**config.mk**
```make
export PLATFORM = sky130hd
export DESIGN_NAME = instr_fetch_unit
export DESIGN_NICKNAME = d
export VERILOG_FILES = /design/src/rtl/instr_fetch_unit.sv
export SDC_FILE = /design/constraint.sdc
export NUM_CORES = 1
export LEC_CHECK = 0
export CELL_PAD_IN_SITES_DETAIL_PLACEMENT = 0
export CELL_PAD_IN_SITES_GLOBAL_PLACEMENT = 1
export CORE_MARGIN = 2
export CORE_UTILIZATION = 43
export DETAILED_ROUTE_END_ITERATION = 8
export DONT_BUFFER_PORTS = 1
export PLACE_DENSITY = 0.86
export SETUP_SLACK_MARGIN = 0.5
export SLEW_MARGIN = 20
export SYNTH_ARGS = -nofsm -noshare
export SYNTH_HDL_FRONTEND = slang
export SYNTH_SLANG_ARGS = --single-unit
```
**constraint.sdc**
```tcl
create_clock -name clk -period 3.45 [get_ports clk]
set_input_delay 0.69 -clock clk [delete_from_list [all_inputs] [get_ports clk]]
set_output_delay 0.69 -clock clk [all_outputs]
set_load 0.01 [all_outputs]
```
**src/rtl/instr_fetch_unit.sv**
```systemverilog
// instr_fetch_unit
//   Instruction fetch and next-PC stage of the MIPS core. Holds the PC,
//   fetches one word at a time over a req/ack instruction-memory handshake,
//   presents it on `code` for one EXEC cycle, then applies the decoder's
//   branch/jump controls to pick the next PC.
//
// Ports
//   clk, rst          : clock (rising edge), async active-high reset
//   im_req/im_addr    : fetch request, address (= pc while requesting)
//   im_ack/im_rdata   : memory response, sampled only while im_req is high
//   code, code_valid  : registered instruction word, high for the EXEC cycle
//   pc, pc_plus4      : address of `code`, and its link value (pc + 4)
//   Zero, npc_sel     : ALU zero flag, beq in decode
//   jsome, jr         : j/jal in decode, jr in decode
//   jr_target         : GPR[rs] read data for jr
//   addr_err          : sticky, a misaligned jr target was taken (block halts)
//   instret           : retired-instruction count, wraps at 2^32
module instr_fetch_unit #(
   parameter logic [31:0] RESET_PC = 32'h0000_3000
) (
   input  logic        clk,
   input  logic        rst,
   output logic        im_req,
   output logic [31:0] im_addr,
   input  logic        im_ack,
   input  logic [31:0] im_rdata,
   output logic [31:0] code,
   output logic        code_valid,
   output logic [31:0] pc,
   output logic [31:0] pc_plus4,
   input  logic        Zero,
   input  logic        npc_sel,
   input  logic        jsome,
   input  logic        jr,
   input  logic [31:0] jr_target,
   output logic        addr_err,
   output logic [31:0] instret
);

   typedef enum logic [1:0] {
      IDLE  = 2'd0,
      FETCH = 2'd1,
      EXEC  = 2'd2,
      HALT  = 2'd3
   } state_t;

   state_t      state, state_nx;
   logic [31:0] br_off;
   logic [31:0] npc;
   logic        jr_bad;

   // ---------------------------------------------------------------
   // State register
   // ---------------------------------------------------------------
   always_ff @(posedge clk or posedge rst) begin
      if (rst) state <= IDLE;
      else     state <= state_nx;
   end

   // ---------------------------------------------------------------
   // Next-state decode
   // ---------------------------------------------------------------
   always_comb begin
      state_nx = state;
      case (state)
         IDLE:    state_nx = FETCH;
         FETCH:   if (im_ack) state_nx = EXEC;
         EXEC:    state_nx = jr_bad ? HALT : FETCH;
         HALT:    state_nx = HALT;
         default: state_nx = IDLE;
      endcase
   end

   // Request and valid are pure state decodes so an async reset drops
   // them in the same cycle.
   assign im_req     = (state == FETCH);
   assign code_valid = (state == EXEC);
   assign im_addr    = pc;
   assign pc_plus4   = pc + 32'd4;

   // ---------------------------------------------------------------
   // Next-PC selection: jr > j/jal > taken beq > sequential
   // ---------------------------------------------------------------
   assign br_off = {{14{code[15]}}, code[15:0], 2'b00};
   assign jr_bad = jr && (jr_target[1:0] != 2'b00);

   always_comb begin
      npc = pc_plus4;
      if (jr)                  npc = jr_target;
      else if (jsome)          npc = {pc_plus4[31:28], code[25:0], 2'b00};
      else if (npc_sel && Zero) npc = pc_plus4 + br_off;
   end

   // ---------------------------------------------------------------
   // Datapath registers
   // ---------------------------------------------------------------
   always_ff @(posedge clk or posedge rst) begin
      if (rst) begin
         pc       <= RESET_PC;
         code     <= '0;
         addr_err <= 1'b0;
         instret  <= '0;
      end else begin
         if (state == FETCH && im_ack)
            code <= im_rdata;
         if (state == EXEC) begin
            // A misaligned jr still retires, but the PC is left pointing
            // at the offending jr.
            instret <= instret + 32'd1;
            if (jr_bad) addr_err <= 1'b1;
            else        pc       <= npc;
         end
      end
   end

endmodule
```
==> flow_metrics.py <==
metrics = {
    "synth": {
        "post-synth-top-area-fraction_pct": 34.5,
        "synth_edf_count": 0,
        "synth-seq-area-share_pct": 35.3,
        "avgSynthCellArea_um2": 8.93,
        "ys_ff_latch": 99,
        "synth_flop_cell": "dfrtp_1",
        "syn_inst": 787,
        "syn-num-nets": 897,
        "netlist_area_mm2": 0.00703,
        "yosysWarnings": 0,
        "netlist_top_cells_area": "dfrtp_1 35%, ha_1 6.8%, xnor2_1 6.6%, mux2_2 5.8%, nand2_1 4.0%",
        "synth_cell_types": 64,
        "ys_async_sr_fraction_pct": 100,
        "synth_top_cell_by_area": "dfrtp_1",
    },
    "worst_setup_path": {
        "r2r_end": "im_addr[31]",
        "reg2reg_from": "im_addr[13]",
        "path_class": "flip-flop to flip-flop",
        "critPathRequiredTime_ps": 3670,
        "arrival_ps": 3860,
        "worst-path-buf-inv": 1,
        "cp_top_family": "simple AND/OR/NAND/NOR gates",
        "slowest_stage": "or4_4",
        "cp-end-kind": "flip-flop",
        "cp_slowest_stage_delay_ps": 580,
        "crit_chain": "and3_4, nand2_8, nor3_4, nand2_2, xnor2_4, ha_4, buf_4, nand4_1, or4_4, nor2b_4, a221oi_4, a21oi_2, a31oi_2, mux2i_1, xor2_1, a21oi_1",
        "path_max_fanout": 3,
        "worst-r2r-cell-count": 16,
        "rrSetupSlack_ps": -190,
        "worst_setup_path_start_kind": "flip-flop",
    },
    "timing": {
        "slew_headroom_pct": 38.9,
        "rsz0062_at_grt": "true",
        "drv_slew": 0,
        "setup_viol": 11,
        "skew_ps": 14.7,
        "finalCriticalPeriod_ps": 3640,
        "fin_crit_sh_pct": 105,
        "fin_ws_ps": -187,
        "max_freq_mhz": 275,
        "tightestPinTransition_ps": 914,
        "hold_viol_final": 0,
        "setup_tns_ps": -809,
    },
    "cts": {
        "cts_tree": "done",
        "path_clk_slew_ps": 80,
        "cts_buffers": 9,
        "cts-root-buf": "clkbuf_16",
        "htree_levels": 3,
        "hold_buffers": 0,
        "clockBufferDepth": 2,
        "clock_latency_ps": 360,
        "numClockSinks": 99,
    },
    "die": {
        "core_area_mm2": 0.0159,
        "num_rows": 46,
        "start_util_pct": 44.1,
        "die_h_um": 132,
        "chipWidth_um": 132,
        "design.portCount": 234,
        "die_area_mm2": 0.0174,
    },
    "run_status": {
        "violations": "negative setup slack",
        "status": "finished with violations",
    },
    "placement": {
        "gp_congestion": 0.940,
        "place_area_mm2": 0.00826,
        "dp_hpwl_um": 18300,
        "pre_cts_ws_ps": -324,
        "dp.cells": 1074,
        "port_buffers": 0,
    },
    "power": {
        "irDropWorstVdd_uv": 374,
        "p_total_mw": 9.26,
        "power_leakage_nw": 4.29,
        "p_per_area_mw_per_mm2": 978,
    },
    "detailed_routing": {
        "ant_nets": 0,
        "via_per_inst": 5.82,
        "first_iter_violations": 482,
        "routed_wl_um": 24800,
        "num_vias": 6507,
        "drtPass1Iterations": 5,
        "wl_per_cell_um": 22.2,
        "drcViolationCount": 0,
    },
    "grt": {
        "antenna_found_initial": 5,
        "grt_pass1_wl_um": 37000,
        "globalRouteMet2Util_pct": 43.7,
        "overflow": 0,
        "met1_usage_pct": 36.7,
        "grt_use_met3_pct": 7.34,
        "grt_max_degree": 51,
        "grt_pass1_vias": 6391,
        "grt_usage_pct": 27.4,
        "top_usage_layer": "met2",
    },
    "final_layout": {
        "final_nets": 1004,
        "fin_cells": 1118,
        "nFillCells": 1325,
        "drive_gt1_share_pct": 38.5,
        "synthToLayoutAreaGrowth_pct": 34.6,
        "design_area_mm2": 0.00946,
    },
    "flow_run": {
        "drv_cap": 0,
    },
    "worst_hold_path": {
        "hold_class": "primary input to async pin",
    },
}
[repair_timing]
action                                  in CTS  in global routing
resized for setup                           68                 72
buffers inserted                             9                 16
pin swaps                                   38                 59
endpoints found under the setup margin      22                 34
[worst max-delay path by stage]
| stage | cells after the start | to | start | slack [ps] |
|---|---|---|---|---|
| after CTS | 17 | im_addr[31] | im_addr[12] | -80 |
| after global placement | 15 | im_addr[31] | im_addr[12] | -270 |
| final | 16 | im_addr[31] | im_addr[13] | -190 |
| after global routing | 16 | im_addr[31] | im_addr[13] | -340 |
| after floorplan | 16 | im_addr[31] | im_addr[5] | -190 |
| after detailed placement | 16 | im_addr[31] | im_addr[12] | -320 |
[cell families (layout without fill, tap and decap cells)]
group / Yosys count / in the layout / synth area share, %
buffers and inverters: 83 / 195 / 6.27
AND/OR/NAND/NOR: 270 / 270 / 18.7
adder cells (fa/ha/maj): 39 / 39 / 7.05
other: 0 / 3 / 0
XOR/XNOR: 79 / 79 / 9.84
flip-flops: 99 / 99 / 35.3
multiplexers: 39 / 39 / 6.19
AO/OA/AOI/OAI: 178 / 178 / 16.7
[state kept, by name, indices dropped and copies added, names as in the netlist]
name,count
addr_err,1
im_addr,32
instret,32
code,32
state,2
[routing by layer]
layer | vias to the layer above | share of wire, %
met5 | - | 0.052
met4 | 2 | 1.7
met3 | 26 | 8.9
met2 | 322 | 47
met1 | 3158 | 42
li1 | 2999 | -
[cell usage in the layout (no fill, tap or decap), drive strengths merged, types with 26 or more instances in the layout]
cell,n
a21oi,54
buf,161
dfrtp,97
ha,38
mux2,36
nand2,75
nand3,31
nor2,70
o21ai,41
xnor2,53
xor2,26
[worst register-to-register path: stages (launching register included)]
cell	delay (ps)
dfstp_2	540
and3_4	220
nand2_8	70
nor3_4	240
nand2_2	120
xnor2_4	160
ha_4	290
buf_4	120
nand4_1	130
or4_4	580
nor2b_4	150
a221oi_4	80
a21oi_2	250
a31oi_2	130
mux2i_1	190
xor2_1	160
a21oi_1	80
[synth_stat cells (8+ instances only)]
| cell type | instances |
|---|---|
| a21o_1 | 19 |
| a21oi_1 | 53 |
| a31oi_1 | 8 |
| and3_1 | 16 |
| buf_4 | 34 |
| clkbuf_1 | 25 |
| dfrtp_1 | 97 |
| ha_1 | 38 |
| inv_1 | 17 |
| mux2_2 | 36 |
| nand2_1 | 75 |
| nand3_1 | 31 |
| nand4_1 | 20 |
| nor2_1 | 70 |
| nor2b_1 | 8 |
| nor3_1 | 13 |
| o21ai_0 | 40 |
| xnor2_1 | 53 |
| xor2_1 | 26 |
[stage by stage]
step / hold slack, ps / utilization [%]
after CTS: 377 / 56.4
final: 365 / 59.3
after global placement: 488 / 51.8
after detailed placement: 514 / 51.8
after floorplan: 477 / -
after global routing: 417 / 59.3
[power by group]
part | total, mW | switching [mW] | internal [mW] | leakage [nW]
Clock | 1.12 | 0.480 | 0.645 | 0.158
Combinational | 6.11 | 3.17 | 2.94 | 2.89
Sequential | 2.02 | 0.512 | 1.51 | 1.25
Total | 9.26 | 4.17 | 5.09 | 4.29
[cell type report]
class                           instances  area [µm²]  area share (%)
Multi-Input combinational cell        605        5000            52.8
Sequential cell                        99        2490            26.4
Timing Repair Buffer                  161        1300            13.7
Tap cell                              216         270            2.86
Clock buffer                           10         229            2.42
Clock inverter                          6        95.1            1.01
Inverter                               18        71.3           0.754
Antenna cell                            3        7.51          0.0794
Note: power is estimated with default switching activity, not from simulation.
